==> config.mk <==
export PLATFORM = sky130hd
export DESIGN_NAME = coord_pair_scheduler
export DESIGN_NICKNAME = d
export VERILOG_FILES = /design/src/rtl/coord_pair_scheduler.sv
export SDC_FILE = /design/constraint.sdc
export NUM_CORES = 1
export LEC_CHECK = 0
export CORE_AREA = 2 2 113 115
export CTS_BUF_LIST = sky130_fd_sc_hd__clkbuf_2
export CTS_CLUSTER_SIZE = 14
export DETAILED_ROUTE_END_ITERATION = 8
export DIE_AREA = 0 0 115 117
export GPL_TIMING_DRIVEN = 0
export PLACE_DENSITY = 0.66
export SYNTH_ARGS = -nofsm -noshare
export SYNTH_HDL_FRONTEND = slang
export SYNTH_SLANG_ARGS = --single-unit
export TNS_END_PERCENT = 10
==> constraint.sdc <==
create_clock -name clk -period 4.8 [get_ports clk]
set_input_delay 0.72 -clock clk [delete_from_list [all_inputs] [get_ports clk]]
set_output_delay 0.72 -clock clk [all_outputs]
set_load 0.02 [all_outputs]
==> src/rtl/coord_pair_scheduler.sv <==
// Walks every (weight chunk, activation chunk) pair of a conv tile, weight-major,
// under valid/ready. Optional stall counter: define SCHED_PERF_CNT_EN.
module coord_pair_scheduler #(
    parameter int CNT_W    = 16,
    parameter int PIPE_LAT = 1
) (
    input  logic             clk,
    input  logic             reset,
    input  logic             start,
    input  logic [3:0]       bitwidth,
    input  logic [CNT_W-1:0] num_w_chunks,
    input  logic [CNT_W-1:0] num_a_chunks,
    input  logic             cc_ready,
    output logic             cc_valid,
    output logic [CNT_W-1:0] cc_w_addr,
    output logic [CNT_W-1:0] cc_a_addr,
    output logic [4:0]       cc_lanes,
    output logic             cc_w_restart,
    output logic             cc_a_restart,
    output logic             busy,
    output logic             done,
    output logic             cfg_err,
    output logic [31:0]      stall_cycles
);

    typedef enum logic [1:0] {
        S_IDLE,
        S_ISSUE,
        S_DRAIN,
        S_DONE
    } state_t;

    localparam int DRAIN_W    = (PIPE_LAT > 2) ? $clog2(PIPE_LAT) : 1;
    localparam int DRAIN_LAST = (PIPE_LAT > 0) ? PIPE_LAT - 1 : 0;

    state_t             state;
    state_t             state_nxt;
    logic [CNT_W-1:0]   num_w_q;
    logic [CNT_W-1:0]   num_a_q;
    logic [CNT_W-1:0]   w_addr;
    logic [CNT_W-1:0]   a_addr;
    logic [4:0]         lanes_q;
    logic [4:0]         lanes_dec;
    logic               bw_legal;
    logic               start_acc;
    logic               accept;
    logic               a_last;
    logic               w_last;
    logic               drain_done;
    logic               cfg_err_q;
    logic [DRAIN_W-1:0] drain_cnt;

    always_comb begin
        lanes_dec = '0;
        bw_legal  = 1'b0;
        case (bitwidth)
            4'd1: begin lanes_dec = 5'd16; bw_legal = 1'b1; end
            4'd2: begin lanes_dec = 5'd8;  bw_legal = 1'b1; end
            4'd3: begin lanes_dec = 5'd4;  bw_legal = 1'b1; end
            default: ;
        endcase
    end

    assign start_acc  = (state == S_IDLE) && start && bw_legal && !reset;
    assign accept     = (state == S_ISSUE) && cc_ready;
    assign a_last     = (a_addr == num_a_q - CNT_W'(1));
    assign w_last     = (w_addr == num_w_q - CNT_W'(1));
    assign drain_done = (drain_cnt == DRAIN_W'(DRAIN_LAST));

    always_ff @(posedge clk) begin
        if (reset) begin
            state <= S_IDLE;
        end else begin
            state <= state_nxt;
        end
    end

    always_comb begin
        state_nxt = state;
        cc_valid  = 1'b0;
        busy      = 1'b0;
        done      = 1'b0;
        case (state)
            S_IDLE: begin
                busy = start_acc;
                if (start_acc) begin
                    if ((num_w_chunks == '0) || (num_a_chunks == '0)) begin
                        state_nxt = S_DONE;
                    end else begin
                        state_nxt = S_ISSUE;
                    end
                end
            end
            S_ISSUE: begin
                cc_valid = 1'b1;
                busy     = 1'b1;
                if (accept && a_last && w_last) begin
                    state_nxt = (PIPE_LAT == 0) ? S_DONE : S_DRAIN;
                end
            end
            S_DRAIN: begin
                busy = 1'b1;
                if (drain_done) begin
                    state_nxt = S_DONE;
                end
            end
            S_DONE: begin
                busy      = 1'b1;
                done      = 1'b1;
                state_nxt = S_IDLE;
            end
            default: state_nxt = S_IDLE;
        endcase
    end

    always_ff @(posedge clk) begin
        if (reset || state != S_DRAIN) begin
            drain_cnt <= '0;
        end else begin
            drain_cnt <= drain_cnt + DRAIN_W'(1);
        end
    end

    // Config is captured only on an accepted start; addresses advance only on accept,
    // so everything presented stays put while the consumer stalls.
    always_ff @(posedge clk) begin
        if (reset) begin
            num_w_q   <= '0;
            num_a_q   <= '0;
            lanes_q   <= '0;
            w_addr    <= '0;
            a_addr    <= '0;
            cfg_err_q <= 1'b0;
        end else begin
            if (state == S_IDLE && start) begin
                cfg_err_q <= !bw_legal;
            end
            if (start_acc) begin
                num_w_q <= num_w_chunks;
                num_a_q <= num_a_chunks;
                lanes_q <= lanes_dec;
                w_addr  <= '0;
                a_addr  <= '0;
            end else if (accept) begin
                if (a_last) begin
                    a_addr <= '0;
                    w_addr <= w_last ? '0 : w_addr + CNT_W'(1);
                end else begin
                    a_addr <= a_addr + CNT_W'(1);
                end
            end
        end
    end

    assign cc_w_addr    = w_addr;
    assign cc_a_addr    = a_addr;
    assign cc_lanes     = lanes_q;
    assign cfg_err      = cfg_err_q;
    assign cc_w_restart = cc_valid && (w_addr == '0) && (a_addr == '0);
    assign cc_a_restart = cc_valid && (a_addr == '0);

`ifdef SCHED_PERF_CNT_EN
    logic [31:0] stall_q;

    always_ff @(posedge clk) begin
        if (reset || start_acc) begin
            stall_q <= '0;
        end else if (cc_valid && !cc_ready && stall_q != '1) begin
            stall_q <= stall_q + 32'd1;
        end
    end

    assign stall_cycles = stall_q;
`else
    assign stall_cycles = '0;
`endif

endmodule

Yosys cells after proc, flatten, opt, wreduce, memory -nomap -nowiden
Index checks and enable logic that the tools add are counted.

storage, ports and cells
  register bits = 73
  logic and storage cells = 60
  bits of input ports = 40
  output and inout port bits = 75

cells by class
  $add $sub $neg = 5
  reductions and logical operators = 23
  eq/ne operators = 12
  muxes and demuxes = 12

operators by type and width
  operator                                                                 number
  16-bit zero test                                                         4
  16-bit by 1-bit adder with 16-bit output, second input constant          2
  16-bit equality test                                                     2
  16-bit 2-to-1 mux                                                        2
  16-bit by 1-bit subtractor with 16-bit output, second input constant     2
  5-bit case mux with 3 select lines                                       1
  1-bit logical AND                                                        9
  4-bit by 2-bit equality test with 1-bit output, second input constant    2
  2-bit 2-to-1 mux                                                         4
  2-bit case mux with 4 select lines                                       1
  2-bit inequality test, second input constant                             3
  3-bit OR reduction                                                       2
  2-bit equality test, second input constant                               2
  4-bit by 1-bit equality test with 1-bit output, second input constant    1
  1-bit 2-to-1 mux                                                         3
  3-bit AND reduction                                                      1
  2-bit by 1-bit equality test with 1-bit output, second input constant    1
  1-bit zero test                                                          2
  2-bit zero test                                                          1
  1-bit logical OR                                                         2
  2-bit by 1-bit inequality test with 1-bit output, second input constant  1
  1-bit case mux with 2 select lines                                       1
  2-bit AND reduction                                                      1
  2-bit OR reduction                                                       1
  1-bit adder, second input constant                                       1

Logic depth before layout (Yosys ltp)
Gate-level depths: netlist (run 1).

  depth in word-level cells = 7
  mapped depth = 14
  depth with buffers taken out = 10

Least setup slack after synthesis (run 1)
No wires, ideal clock.

  kind = reg2reg
  from = register num_a_q[0]
  to = register state[1]
  arrival = 2.981 ns
  path slack = 1.696 ns
  cell stages (with the launch flop) = 14
  path buffers = 3
  required time = 4.677 ns
  period minus slack after synthesis = 3.104 ns
  library setup time = 0.123 ns
  cells stage by stage = dfxtp_1 clkbuf_1 inv_1 ha_1 buf_2 or4b_1 buf_2 or4_1 a21oi_1 or3_4 o2111a_2 a41oi_2 a211o_1 mux2_1

between the ends
  longest elaborated chain between the ends = 6

ends and longest elaborated chain
  element                                                     RTL line  source
  start: declaration                                          39        logic [CNT_W-1:0] num_a_q;
  start signal: assignment                                    140       num_a_q <= num_a_chunks;
  16-bit by 1-bit subtractor with 16-bit output               66        assign a_last = (a_addr == num_a_q - CNT_W'(1));
  16-bit equality test                                        66
  1-bit logical AND (2 in a row)                              97        if (accept && a_last && w_last) begin
  2-bit by 1-bit inequality test with 1-bit output (no line)  -
  3-bit AND reduction (no line)                               -
  end signal: assignment                                      74        state <= state_nxt;
  end: declaration                                            36        state_t state;

Every way passes these cells.
A chain may end at the register's enable or synchronous reset.

Worst setup path after layout (run 1)
  from = register state[1]
  to = output cc_w_restart

between the ends
  longest elaborated chain between the ends = 4

ends and longest elaborated chain
  element                                         RTL line  source
  2-bit by 1-bit equality test with 1-bit output  83        case (state)
  1-bit 2-to-1 mux                                83
  1-bit logical AND (2 in a row)                  159       assign cc_w_restart = cc_valid && (w_addr == '0) && (a_addr == '0);
  end: declaration                                18        output logic cc_w_restart,

Every way passes these cells.

==> results.py, run 1 <==
metrics = {
    "floorplan": {
        "row_count": 41,
        "ios": 115,
        "die_w_um": 115,
        "dieArea_um2": 13500,
        "core_um2": 12300,
        "start_util": 0.389,
        "dieHeight_um": 117,
    },
    "placement": {
        "dpl_cell_area_um2": 5900,
        "place.gp.congestion": 0.888,
        "dp_hpwl_um": 9940,
        "dp_slack_ns": 1.35,
        "portBuffers": 80,
    },
    "setup_path": {
        "start_kind": "register",
        "critPathMaxFanout": 4,
        "end_kind": "output pin",
        "crit_family": "buffers and inverters",
        "slowest_stage": "clkdlybuf4s50_1",
        "path_cells": "inv_1, ha_1, inv_1, nor4_1, and4_1, and4_1, clkdlybuf4s50_1",
        "cpPeakStageDelay_ns": 0.61,
        "worst_ep_arrival_time_ns": 2.74,
        "required_ns": 4.08,
        "critPathKind": "register to output pin",
        "path_buf_inv": 3,
    },
    "layout": {
        "area_delta_synth_final_pct": 26.3,
        "seq_area_um2": 1420,
        "finish.net_count": 782,
        "final.fill_count": 1258,
        "multi_input_area_um2": 2990,
        "final_util": 0.491,
        "drive_gt1_frac": 0.117,
        "fin_area_um2": 6040,
    },
    "pwr": {
        "power_mw": 1.48,
        "power_leakage_nw": 2.25,
        "ir_drop_uv": 174,
        "power_density_nw_per_um2": 244,
    },
    "clock_network": {
        "clk_path_buf_depth": 2,
        "cts_root_buffer": "clkbuf_2",
        "numCtsBuffers": 9,
        "clk_latency_ns": 0.53,
        "clk_pin_slew_ns": 0.21,
        "post_cts_resized": 0,
        "cts_sinks": 71,
        "post_cts.repair.setup_buffers": 0,
        "cts_tree": "done",
        "hold_buffers": 0,
        "cts_max_level": 3,
    },
    "logic_synthesis": {
        "synth_area_um2": 4780,
        "yosysWarnings": 0,
        "yosysSeqAreaShare": 0.297,
        "synth_edf_count": 0,
        "synth.area.top_cells": "dfxtp_1 30%, nand2_1 7.5%, xnor2_1 6.6%",
        "synth_top_cell_by_area": "dfxtp_1",
        "synth.top_cell.area_share": 0.297,
        "avgSynthCellArea_um2": 7.88,
        "ys.flop_type": "dfxtp_1",
        "synthesis.instances": 607,
        "synth-async-reset-ratio": 0,
        "ys_ff_latch": 71,
        "ys_types": 70,
    },
    "timing": {
        "setup_tns_ns": 0,
        "grt_setup_unrepaired": "no",
        "timing.final.ws_setup_ns": 1.34,
        "fmax_mhz": 289,
        "hold_viol_final": 0,
        "skew_ns": 0.0221,
        "min_period_ns": 3.46,
        "drv_slew": 0,
        "slew_headroom": 0.409,
        "setup_viol": 0,
        "tightest_slew_ns": 0.879,
        "period_share": 0.721,
    },
    "drt": {
        "drt_first_pass_iters": 5,
        "wl_um": 12400,
        "drcViolationCount": 0,
        "drt-initial-drc-count": 357,
        "wl_per_cell_um": 13.9,
        "viasPerCell": 5.13,
        "vias": 4552,
        "ant_nets": 0,
    },
    "global_routing": {
        "antenna_found_initial": 1,
        "first_global_vias": 4021,
        "grt_pass1_wl_um": 19600,
        "grtUsageTotal": 0.185,
        "grt_max_degree": 14,
        "gr-total-overflow": 0,
    },
    "worst_hold_path": {
        "hold_path.class": "register to register",
    },
    "flow_run": {
        "maxCapViolations": 0,
    },
    "run_status": {
        "status": "finished, final reports clean",
    },
}
## cells by family after synthesis
kind of cell	Yosys count	share of synthesized area
XOR/XNOR	64	0.120
buffers and inverters	88	0.103
other	1	0.000784
flip-flops	71	0.297
multiplexers	5	0.0107
adder cells (fa/ha/maj)	11	0.0288
AO/OA/AOI/OAI	91	0.134
AND/OR/NAND/NOR	276	0.305
## final cells by class
class | instances | area share
Multi-Input combinational cell | 481 | 0.496
Sequential cell | 71 | 0.235
Timing Repair Buffer | 80 | 0.133
Buffer | 72 | 0.0717
Tap cell | 150 | 0.0311
Clock inverter | 7 | 0.0162
Inverter | 16 | 0.00994
Clock buffer | 9 | 0.00745
Antenna cell | 1 | 0.000414
## routing by layer
metal  vias to the layer above  GRT usage  share of wire
li1                       2306          -              -
met1                      2112      0.256           0.48
met2                       119      0.293           0.46
met3                        15     0.0242          0.043
met4                         0     0.0723          0.015
met5                         -          0              0
## Yosys cell counts (all sizes together), types with 3 or more instances
master   number
a211oi        3
a21oi        43
a41oi         4
and2          3
and3          4
and4          3
buf          49
clkbuf       23
dfxtp        71
ha           11
inv          16
mux2i         4
nand2        96
nand2b        4
nand3        12
nand4        12
nor2         62
nor3         19
nor3b         3
nor4         33
nor4b         5
o2111ai       5
o21a          6
o21ai         6
or3           5
or4           4
xnor2        36
xor2         27
## stage by stage
stage                     cells  hold slack (ns)
after floorplan             640            0.400
after global placement      870            0.414
after detailed placement    870            0.413
after CTS                   886            0.443
after global routing        887            0.473
final                       887            0.450
## path summary, 6_finish.rpt
check | start | slack, ns | depth (start not counted) | to
setup / recovery | state[1] | 1.34 | 7 | cc_w_restart
hold / removal | drain_cnt | 0.45 | 1 | drain_cnt
setup reg to reg | num_a_q[0] | 1.37 | 14 | cc_w_addr[8]
hold reg to reg | drain_cnt | 0.45 | 1 | drain_cnt
## report_power, final
group,total [mW],internal (mW),switching [mW]
Sequential,0.632,0.610,0.0223
Clock,0.396,0.173,0.223
Combinational,0.448,0.201,0.247
## state kept, by name, summed over array words and instances, names as in the netlist
register / count
num_w_q: 16
cc_w_addr: 16
state: 2
cc_a_addr: 16
cfg_err: 1
drain_cnt: 1
cc_lanes: 3
num_a_q: 16
## worst reg2reg max path, cell delays in order, from the launching register on
cell and delay, ns:
dfxtp_1 0.34, clkbuf_1 0.20, inv_1 0.10, ha_1 0.14, buf_2 0.20, or4b_1 0.44
buf_2 0.19, nor3_2 0.16, o2111ai_1 0.18, a2111oi_4 0.36, o2111a_2 0.31, nand2_1 0.13
o21bai_2 0.30, buf_4 0.25, nor2_1 0.07
## cells in the final DEF (no fill, tap or decap), drive strengths merged, types with 5 or more instances in the layout
cell type and n:
conb 34, dfxtp 71, xnor2 36, or3 5, clkdlybuf4s50 80, buf 49
o21ai 6, nand3 12, nand2 96, o21a 6, nand4 12, clkbuf 32
nor3 19, a21oi 43, xor2 27, nor2 62, nor4b 5, nor4 33
inv 16, o2111ai 5, ha 11
(Power assumes the default switching activity.)
==> run 2: changes to the inputs <==
==> constraint.sdc (replaced) <==
create_clock -name clk -period 3.5 [get_ports clk]
set_input_delay 0.525 -clock clk [delete_from_list [all_inputs] [get_ports clk]]
set_output_delay 0.525 -clock clk [all_outputs]
set_load 0.02 [all_outputs]
==> results.py, run 2 (synthesis results as in run 1) <==
metrics = {
    "run_status": {
        "status": "finished, final reports clean",
    },
    "drt": {
        "vias": 4554,
        "wl_um": 12500,
        "drt-initial-drc-count": 303,
        "ant_nets": 0,
        "wl_per_cell_um": 14.1,
        "drcViolationCount": 0,
        "viasPerCell": 5.14,
        "drt_first_pass_iters": 5,
    },
    "global_routing": {
        "grtUsageTotal": 0.185,
        "first_global_vias": 4021,
        "antenna_found_initial": 1,
        "grt_max_degree": 14,
        "gr-total-overflow": 0,
        "grt_pass1_wl_um": 19600,
    },
    "floorplan": {
        "row_count": 41,
        "dieArea_um2": 13500,
        "ios": 115,
        "start_util": 0.389,
        "core_um2": 12300,
        "dieHeight_um": 117,
        "die_w_um": 115,
    },
    "clock_network": {
        "cts_sinks": 71,
        "clk_path_buf_depth": 2,
        "cts_tree": "done",
        "cts_root_buffer": "clkbuf_2",
        "cts_max_level": 3,
        "post_cts.repair.setup_buffers": 0,
        "clk_pin_slew_ns": 0.21,
        "numCtsBuffers": 9,
        "clk_latency_ns": 0.54,
        "hold_buffers": 0,
    },
    "placement": {
        "place.gp.congestion": 0.888,
        "dpl_cell_area_um2": 5900,
        "dp_hpwl_um": 9940,
        "portBuffers": 80,
    },
    "timing": {
        "grt_setup_unrepaired": "no",
        "setup_viol": 0,
        "hold_viol_final": 0,
        "drv_slew": 0,
        "fmax_mhz": 300,
        "slew_headroom": 0.437,
        "min_period_ns": 3.33,
        "tightest_slew_ns": 0.839,
        "setup_tns_ns": 0,
        "period_share": 0.951,
        "skew_ns": 0.0230,
    },
    "worst_hold_path": {
        "hold_path.class": "register to register",
    },
    "setup_path": {
        "critPathKind": "register to register",
        "start_kind": "register",
        "worst_ep_arrival_time_ns": 3.79,
        "end_kind": "register",
        "critPathMaxFanout": 9,
        "required_ns": 3.96,
    },
    "pwr": {
        "ir_drop_uv": 237,
        "power_density_nw_per_um2": 335,
        "power_leakage_nw": 2.25,
    },
    "flow_run": {
        "maxCapViolations": 0,
    },
    "layout": {
        "layout_commonest_cell": "nand2_1",
        "layout_common_cells": "96 x nand2_1, 80 x clkdlybuf4s50_1, 71 x dfxtp_1, 58 x nor2_1, 43 x a21oi_1",
        "finish.net_count": 781,
        "area_delta_synth_final_pct": 26.8,
        "drive_gt1_frac": 0.120,
        "final.fill_count": 1261,
        "fin_area_um2": 6070,
    },
}
## run 2: changes by cell type in the layout (fill, tap and decap cells not counted)
cell / change
nand2b_1: -1
nand2b_2: +1
o21bai_4: +1
o2111ai_4: +1
o21bai_2: -1
o2111ai_2: -1
nor4_1: -1
nor4_2: +1
clkbuf_1: -1
## run 2: routing by layer
metal / up-vias / share of wire / global-route usage
met3: 20 / 0.054 / 0.0242
met5: - / 0 / 0
met2: 131 / 0.46 / 0.293
met1: 2109 / 0.47 / 0.256
li1: 2294 / - / -
met4: 0 / 0.016 / 0.0723
## run 2: power by group
| group | switching (mW) | internal, mW |
|---|---|---|
| combinational | 0.341 | 0.277 |
| sequential | 0.0317 | 0.837 |
| clock | 0.309 | 0.237 |
## run 2: final timing paths
path / slack (ns) / start / endpoint / cells after the start
setup reg to reg: 0.17 / num_a_q[0] / state[1] / 12
hold reg to reg: 0.45 / drain_cnt / drain_cnt / 1
setup / recovery: 0.17 / num_a_q[0] / state[1] / 12
hold / removal: 0.45 / drain_cnt / drain_cnt / 1
## run 2: critical path: stages (launching register included)
cell	delay, ns
dfxtp_1	0.44
inv_1	0.09
ha_1	0.13
buf_2	0.20
or4b_1	0.44
buf_2	0.19
or4_1	0.48
a21oi_1	0.14
or3_4	0.15
o2111a_2	0.26
a41oi_2	0.16
a211o_1	0.28
mux2_1	0.31
## run 2: repair_timing
| action | CTS | global route |
|---|---|---|
| hold endpoints to repair | 0 | 0 |
| resized for setup | 0 | 4 |
| setup endpoints to repair | 0 | 25 |
## run 2: area by class of cell
class | instances | area, µm² | area share
tap | 150 | 188 | 0.0309
multi-input combinational | 481 | 3020 | 0.498
sequential | 71 | 1420 | 0.234
inverter | 16 | 60.1 | 0.00990
buffer | 71 | 429 | 0.0708
antenna | 1 | 2.50 | 0.000413
timing repair buffer | 80 | 801 | 0.132
clock buffer | 9 | 45.0 | 0.00743
clock inverter | 7 | 97.6 | 0.0161
## run 2: through the flow
step / utilization / std cells / hold WS (ns) / power, mW / worst slack (ns)
finish: 0.493 / 886 / 0.448 / 2.03 / 0.171
detailed placement: 0.479 / 870 / 0.413 / 1.49 / 0.0500
floorplan: - / 640 / 0.400 / 1.31 / 0.396
global placement: 0.479 / 870 / 0.414 / 1.48 / 0.0796
global route: 0.493 / 886 / 0.473 / 2.13 / 0.0328
CTS: 0.491 / 886 / 0.443 / 2.04 / 0.0401
